File: src/rtl/light_seq.sv
// light_seq: lamp driver with optional power-on lamp walk, direct lamp
// selection and an alarm blink.
// Build option: define LIGHT_SEQ_LAMP_TEST_EN to compile in the power-on walk
// (WALK state, walk index and busy flag); without it reset enters RUN.
module light_seq #(
  parameter int unsigned NL  = 4,
  parameter int unsigned DIV = 25000000,
  localparam int unsigned MW = $clog2(NL)
) (
  input  logic          clk,
  input  logic          rst_n,
  input  logic [MW-1:0] mode,
  input  logic          mode_vld,
  input  logic          alarm,
  output logic [NL-1:0] lamp,
  output logic          busy
);

  localparam int unsigned CW = $clog2(DIV);

  typedef enum logic [1:0] {
    S_RUN   = 2'd0,
`ifdef LIGHT_SEQ_LAMP_TEST_EN
    S_WALK  = 2'd2,
`endif
    S_ALARM = 2'd1
  } state_t;

  state_t          state_q, state_d;
  logic [CW-1:0]   cnt_q, cnt_d;
  logic [MW-1:0]   mreg_q, mreg_d;
  logic [NL-1:0]   lamp_q, lamp_d;
  logic            tick;
`ifdef LIGHT_SEQ_LAMP_TEST_EN
  logic [MW-1:0]   widx_q, widx_d;
  logic            busy_q, busy_d;
`endif

  // One-hot decode of a lamp index; out-of-range indices light nothing.
  function automatic logic [NL-1:0] onehot(input logic [MW-1:0] idx);
    if (32'(idx) < NL) return NL'(1) << idx;
    else               return '0;
  endfunction

  assign tick = (cnt_q == CW'(DIV - 1));

  // Next-state, counter, mode register and lamp pattern.
  always_comb begin
    state_d = state_q;
    cnt_d   = tick ? '0 : cnt_q + CW'(1);
    mreg_d  = mode_vld ? mode : mreg_q;
    lamp_d  = lamp_q;
`ifdef LIGHT_SEQ_LAMP_TEST_EN
    widx_d  = widx_q;
`endif
    case (state_q)
`ifdef LIGHT_SEQ_LAMP_TEST_EN
      S_WALK: begin
        if (alarm) begin
          state_d = S_ALARM;
          cnt_d   = '0;
          lamp_d  = '1;
        end else begin
          // lamp trails widx by one clock so every walk slot lasts DIV clocks
          lamp_d = onehot(widx_q);
          if (tick) begin
            if (widx_q == MW'(NL - 1)) state_d = S_RUN;
            else                       widx_d  = widx_q + MW'(1);
          end
        end
      end
`endif
      S_RUN: begin
        if (alarm) begin
          state_d = S_ALARM;
          cnt_d   = '0;
          lamp_d  = '1;
        end else begin
          lamp_d = onehot(mreg_d);
        end
      end
      S_ALARM: begin
        if (!alarm) begin
          state_d = S_RUN;
          lamp_d  = onehot(mreg_d);
        end else if (tick) begin
          lamp_d = ~lamp_q;
        end
      end
      default: begin
        state_d = S_RUN;
        lamp_d  = onehot(mreg_d);
      end
    endcase
`ifdef LIGHT_SEQ_LAMP_TEST_EN
    busy_d = (state_d == S_WALK);
`endif
  end

  // State and output registers.
  always_ff @(posedge clk or negedge rst_n) begin
    if (!rst_n) begin
`ifdef LIGHT_SEQ_LAMP_TEST_EN
      state_q <= S_WALK;
      widx_q  <= '0;
      busy_q  <= 1'b0;
`else
      state_q <= S_RUN;
`endif
      cnt_q   <= '0;
      mreg_q  <= '0;
      lamp_q  <= '0;
    end else begin
`ifdef LIGHT_SEQ_LAMP_TEST_EN
      widx_q  <= widx_d;
      busy_q  <= busy_d;
`endif
      state_q <= state_d;
      cnt_q   <= cnt_d;
      mreg_q  <= mreg_d;
      lamp_q  <= lamp_d;
    end
  end

  assign lamp = lamp_q;
`ifdef LIGHT_SEQ_LAMP_TEST_EN
  assign busy = busy_q;
`else
  assign busy = 1'b0;
`endif

endmodule

File: config.mk
export PLATFORM = sky130hd
export DESIGN_NAME = light_seq
export DESIGN_NICKNAME = d
export VERILOG_FILES = /design/src/rtl/light_seq.sv
export SDC_FILE = /design/constraint.sdc
export NUM_CORES = 1
export LEC_CHECK = 0
export ABC_AREA = 1
export CORE_UTILIZATION = 53
export CTS_CLUSTER_DIAMETER = 80
export DETAILED_ROUTE_END_ITERATION = 8
export PLACE_DENSITY = 0.78
export SKIP_CTS_REPAIR_TIMING = 1
export SLEW_MARGIN = 20
export SYNTH_ARGS = -nofsm -noshare
export SYNTH_HDL_FRONTEND = slang
export SYNTH_SLANG_ARGS = --single-unit
export TNS_END_PERCENT = 20
File: constraint.sdc
create_clock -name clk -period 1.5 [get_ports clk]
set_clock_uncertainty 0.1 [all_clocks]
set_input_delay 0.375 -clock clk [delete_from_list [all_inputs] [get_ports clk]]
set_output_delay 0.375 -clock clk [all_outputs]
set_load 0.01 [all_outputs]
==> results.json, run 1 <==
{
  "grt_overflow": 0,
  "clk_latency_ns": 0.33,
  "violations": "setup timing",
  "core_area_mm2": 0.00342,
  "critPathKind": "reg2reg",
  "fin_crit_ns": 1.58,
  "power_density_mw_per_mm2": 747,
  "worstPathArrival_ns": 1.71,
  "synth_area_mm2": 0.00193,
  "nFillCells": 291,
  "vias_per_cell": 5.01,
  "antenna_left": 0,
  "gp_congestion": 0.880,
  "finalSetupViolCount": 14,
  "fin_nets": 314,
  "cp_common_cell": "nor2_2",
  "die_h_um": 62.3,
  "r2r_setup_slack_ns": -0.08,
  "design_area_mm2": 0.00237,
  "max_freq_mhz": 635,
  "outcome": "finished, violations left",
  "cp_cell_sequence": "ha_2 -> nand2_4 -> nor2_2 -> nand2_2 -> nor2_8 -> nand3_1 -> nor2_1 -> nor2_2",
  "drt_first_iter_violations": 118,
  "dp_hpwl_um": 2990,
  "grt_max_degree": 33,
  "ir_worst_vdd_v": 0.000624,
  "grt_use_total": 0.234,
  "stdcell_count": 354,
  "cts_made_buffers": 5,
  "synth_cell_types": 25,
  "io_pins": 11,
  "critPathMaxFanout": 9,
  "crit_path_start_kind": "flop",
  "cap_violations": 0,
  "grt_pass1_vias": 1680,
  "io_buffers": 9,
  "drv_slew": 0,
  "cpPeakStageDelay_ns": 0.37,
  "root_buffer": "clkbuf_4",
  "slowest_stage": "dfrtp_1",
  "clock-sinks": 32,
  "drt_wl_total_um": 4120,
  "netlist_instances": 273,
  "reg2reg_to": "cnt_q[20]",
  "yosysTopAreaCell": "dfrtp_1",
  "cts_tree": "yes",
  "finalWorstSetupSlack_ns": -0.0753,
  "die_w_um": 62.3,
  "path_clk_slew_ns": 0.09,
  "rows": 21,
  "initial_core_util": 0.564,
  "mostFrequentLayoutCells": "nand2_1, nor2_1, dfrtp_1",
  "fin_util": 0.693,
  "end_kind": "flop",
  "hold_class": "in2async",
  "synth_area_per_cell_um2": 7.06,
  "dieArea_mm2": 0.00388,
  "dr.pass1.iters": 4,
  "grt_pass1_wl_um": 7130,
  "synthTopCellsByArea": "dfrtp_1, nand2_1, nor2_1, inv_1, nand2_2",
  "clk_path_buf_depth": 2,
  "cp.required_ns": 1.63,
  "htree_levels": 2,
  "hold_viol": 0,
  "drive_gt1_frac": 0.231,
  "wl_per_cell_um": 11.6,
  "yosys.area.top_type_share": 0.416,
  "yosysWarnings": 0,
  "place_area_mm2": 0.00223,
  "placed_cells": 345,
  "fin_setup_tns_ns": -0.380,
  "synth_fp_nets": 280,
  "synth_seq_cells": 32,
  "drc_errors": 0,
  "p_leak_nw": 1.18,
  "synthToLayoutAreaGrowth_pct": 22.9,
  "seq_area_frac_synth": 0.416,
  "antenna_found_initial": 0,
  "reg2reg_depth": 8,
  "period_share": 1.05,
  "pre_cts_slack_ns": -0.249,
  "rsz0062_at_grt": "true",
  "antennaDiodeCount": 0,
  "via_count": 1772,
  "layout_commonest_cell": "nand2_1",
  "r2r-start": "cnt_q[0]"
}
sequential cells by signal, summed over array words and instances (netlist names):
name     count
cnt_q       25
lamp         4
state_q      1
mreg_q       2
worst max-delay path by stage:
stage | startpoint | end | slack [ns] | depth (start not counted)
floorplan | cnt_q[0] | cnt_q[20] | 0.001 | 8
global placement | mode_vld | lamp[2] | -0.18 | 7
detailed placement | mode_vld | lamp[0] | -0.25 | 7
CTS | lamp[1] | lamp[1] | -0.26 | 1
global route | cnt_q[0] | cnt_q[20] | -0.18 | 8
finish | cnt_q[0] | cnt_q[20] | -0.08 | 8
cell families after synthesis:
family	share of synthesized area
xor gates and xnor gates	0.0227
adders and majority gates	0.00649
DFF	0.416
AOI/OAI and AO/OA	0.0403
and+or+nand+nor	0.427
buffers and inverters	0.0857
other	0.00195
Yosys cell counts:
| cell | count |
|---|---|
| buf_4 | 1 |
| nand3_1 | 14 |
| nor3_1 | 5 |
| dfrtp_1 | 32 |
| a21oi_1 | 9 |
| clkinv_1 | 1 |
| buf_6 | 1 |
| xor2_1 | 2 |
| xnor2_1 | 3 |
| conb_1 | 1 |
| o21ai_1 | 1 |
| nand2_1 | 64 |
| nand4_1 | 8 |
| clkbuf_1 | 2 |
| inv_1 | 32 |
| nand3_2 | 2 |
| o21ai_0 | 4 |
| nand2_2 | 15 |
| inv_2 | 4 |
| nor2_2 | 6 |
| a22oi_1 | 1 |
| nor2_4 | 4 |
| nor2_1 | 59 |
| nor2_8 | 1 |
| ha_1 | 1 |
through the flow:
step                      total power, mW  hold WS, ns
after floorplan                      1.13      -0.0206
after global placement               1.25        0.417
after detailed placement             1.26        0.420
after CTS                            1.78        0.295
after global routing                 1.87        0.326
final                                1.77        0.292
layer usage:
| metal | part of all wire | global-route usage | routed length (um) |
|---|---|---|---|
| met5 | 0 | 0 | 0 |
| met4 | 0.010 | 0.0698 | 43 |
| met2 | 0.49 | 0.389 | 2010 |
| met3 | 0.039 | 0.0533 | 160 |
| met1 | 0.46 | 0.303 | 1900 |
worst max-delay path: cells and delay by family, from the launching register on:
kind	cells	cell delay [ns]
flops	1	0.37
fa+ha+maj	1	0.21
simple gates	7	0.80
area by class of cell:
| class | instances | area, um2 | area share |
|---|---|---|---|
| clock buffers | 8 | 58.8 | 0.0248 |
| inverters | 37 | 144 | 0.0608 |
| multi-input cells | 200 | 1020 | 0.429 |
| flip-flops and latches | 32 | 801 | 0.338 |
| well taps | 46 | 57.6 | 0.0243 |
| repair buffers | 31 | 290 | 0.123 |
report_power, final:
part           switching [mW]  internal (mW)  total [mW]
combinational           0.151          0.135       0.286
sequential             0.0526          0.922       0.974
clock                   0.278          0.231       0.509
total                   0.482           1.29        1.77
(Power assumes the default switching activity.)
==> inputs of run 2 (changes only) <==
--- a/config.mk
+++ b/config.mk
@@ -5,11 +5,10 @@
 export SDC_FILE = /design/constraint.sdc
 export NUM_CORES = 1
 export LEC_CHECK = 0
-export ABC_AREA = 1
-export CORE_UTILIZATION = 53
+export CORE_UTILIZATION = 60
 export CTS_CLUSTER_DIAMETER = 80
 export DETAILED_ROUTE_END_ITERATION = 8
-export PLACE_DENSITY = 0.78
+export PLACE_DENSITY = 0.84
 export SKIP_CTS_REPAIR_TIMING = 1
 export SLEW_MARGIN = 20
 export SYNTH_ARGS = -nofsm -noshare
==> constraint.sdc (replaced) <==
create_clock -name clk -period 2 [get_ports clk]
set_clock_uncertainty 0.1 [all_clocks]
set_input_delay 0.5 -clock clk [delete_from_list [all_inputs] [get_ports clk]]
set_output_delay 0.5 -clock clk [all_outputs]
set_load 0.01 [all_outputs]
==> results.json, run 2 <==
{
  "outcome": "finished, violations left",
  "violations": "setup timing",
  "ir_worst_vdd_v": 0.000608,
  "crit_buf_inv": 0,
  "hold_class": "in2async",
  "synth_most_common_cell": "dfrtp_1",
  "critPathMaxFanout": 7,
  "hold_ws_ns": 0.438,
  "drt_first_iter_violations": 44,
  "cp_cell_sequence": "or3_1 -> or4_4 -> o211ai_1 -> or3b_1",
  "io_buffers": 9,
  "drive_gt1_frac": 0.160,
  "yosysWarnings": 0,
  "io_pins": 11,
  "via_count": 1401,
  "clk_path_buf_depth": 2,
  "synthToLayoutAreaGrowth_pct": 18.3,
  "gp_congestion": 0.829,
  "antenna_found_initial": 0,
  "root_buffer": "clkbuf_4",
  "yosysTopAreaCell": "dfrtp_1",
  "grt_pass1_vias": 1318,
  "dieArea_mm2": 0.00289,
  "antenna_left": 0,
  "hold_viol": 0,
  "htree_levels": 2,
  "die_h_um": 53.8,
  "drc_errors": 0,
  "period_share": 1.00,
  "end_kind": "flop",
  "cts_made_buffers": 5,
  "place_area_mm2": 0.00184,
  "synth_seq_cells": 32,
  "drt_wl_total_um": 3350,
  "pre_cts_slack_ns": -0.0888,
  "ys.flop_type": "dfrtp_1",
  "finalSetupViolCount": 1,
  "worstPathArrival_ns": 2.13,
  "cp.depth": 4,
  "core_area_mm2": 0.00250,
  "reg2reg_to": "lamp[1]",
  "synthArstFlopShare": 1.00,
  "rows": 18,
  "wl_per_cell_um": 15.0,
  "clock-sinks": 32,
  "synth_fp_nets": 175,
  "seq_area_frac_synth": 0.497,
  "die_w_um": 53.8,
  "finalWorstSetupSlack_ns": -0.00635,
  "initial_core_util": 0.644,
  "grt_overflow": 0,
  "drv_slew": 0,
  "cts_tree": "yes",
  "slowest_stage": "or4_4",
  "yosys.area.top_type_share": 0.497,
  "layout_commonest_cell": "dfrtp_1",
  "cap_violations": 0,
  "netlist_instances": 168,
  "cp.required_ns": 2.12,
  "stdcell_count": 224,
  "crit_path_start_kind": "flop",
  "reg2reg_depth": 4,
  "grt_pass1_wl_um": 5490,
  "synthTopCellsByArea": "dfrtp_1, xor2_1, or4_1, a21oi_1, nand3_1",
  "grt_use_total": 0.274,
  "critPathKind": "reg2reg",
  "synth_edf_count": 0,
  "antennaDiodeCount": 0,
  "synth_area_per_cell_um2": 9.59,
  "mostFrequentLayoutCells": "dfrtp_1, buf_4, a21oi_1",
  "synth_area_mm2": 0.00161,
  "largest_reg_flops": 25,
  "yosys-top-cells-count": "dfrtp_1, a21oi_1, nand3_1, nor2_1, or4_1",
  "r2r-start": "cnt_q[8]",
  "vias_per_cell": 6.25,
  "dr.pass1.iters": 4,
  "fin_nets": 201,
  "top_register": "cnt_q",
  "cpPeakStageDelay_ns": 0.47,
  "dp_hpwl_um": 2290,
  "r2r_setup_slack_ns": -0.006,
  "path_clk_slew_ns": 0.10,
  "synth_cell_types": 31,
  "max_freq_mhz": 498,
  "placed_cells": 216,
  "grt_max_degree": 33,
  "rsz0062_at_grt": "true",
  "crit_family": "simple AND/OR/NAND/NOR gates",
  "clk_latency_ns": 0.34,
  "power_density_mw_per_mm2": 649,
  "design_area_mm2": 0.00191,
  "fin_crit_ns": 2.01,
  "finalPower_mw": 1.24,
  "p_leak_nw": 0.828
}
==> run 2: cell count changes in the layout (fill, tap and decap cells not counted), moves of 9 or more <==
| cell | change |
|---|---|
| nand2_1 | -52 |
| nor2_1 | -42 |
| inv_1 | -26 |
| nand2_2 | -15 |
| nor2_2 | -10 |
| or3_1 | +9 |
| or4_1 | +9 |
==> run 2: layout make-up <==
class,count,area [um2]
Timing Repair Buffer,29,253
Multi-Input combinational cell,121,749
Inverter,5,18.8
Clock inverter,1,5.00
Tap cell,30,37.5
Fill cell,179,594
Sequential cell,32,801
Clock buffer,6,41.3
==> run 2: stage by stage <==
step                       TNS, ns   util
after floorplan                  0      -
after global placement           0  0.737
after detailed placement    -0.187  0.737
after CTS                   -0.149  0.755
after global routing       -0.0760  0.762
final                     -0.00635  0.762
==> run 2: worst register-to-register path, stage by stage (launching register included) <==
cell      delay [ns]
dfrtp_1         0.38
or3_1           0.37
or4_4           0.47
o211ai_1        0.19
or3b_1          0.38
==> run 2: worst max path at each step <==
stage,to,from,slack (ns)
after floorplan,lamp[1],cnt_q[8],0.03
after global placement,lamp[0],mode_vld,0.01
after detailed placement,lamp[1],cnt_q[8],-0.09
after CTS,lamp[1],cnt_q[8],-0.1
after global routing,lamp[1],cnt_q[8],-0.06
final,lamp[1],cnt_q[8],-0.006
==> run 2: report_power, final <==
group          switching, mW  internal, mW  total, mW
registers             0.0396         0.691      0.731
clock network          0.213         0.129      0.342
logic                 0.0809        0.0835      0.164
total                  0.334         0.904       1.24
==> run 2: per-layer routing <==
metal	share of wire	GRT usage	routed length [um]
met5	0	0	0
met4	0.013	0.118	44
met3	0.059	0.0876	197
met2	0.51	0.471	1720
met1	0.42	0.309	1400
==> run 2: cell families after synthesis <==
family                     after synthesis  synth area share
adders and majority gates                1           0.00777
buffers and inverters                   15            0.0435
DFF                                     32             0.497
and+or+nand+nor                         75             0.260
AOI/OAI and AO/OA                       32             0.121
other                                    1           0.00233
xor gates and xnor gates                10            0.0544
muxes                                    2            0.0132
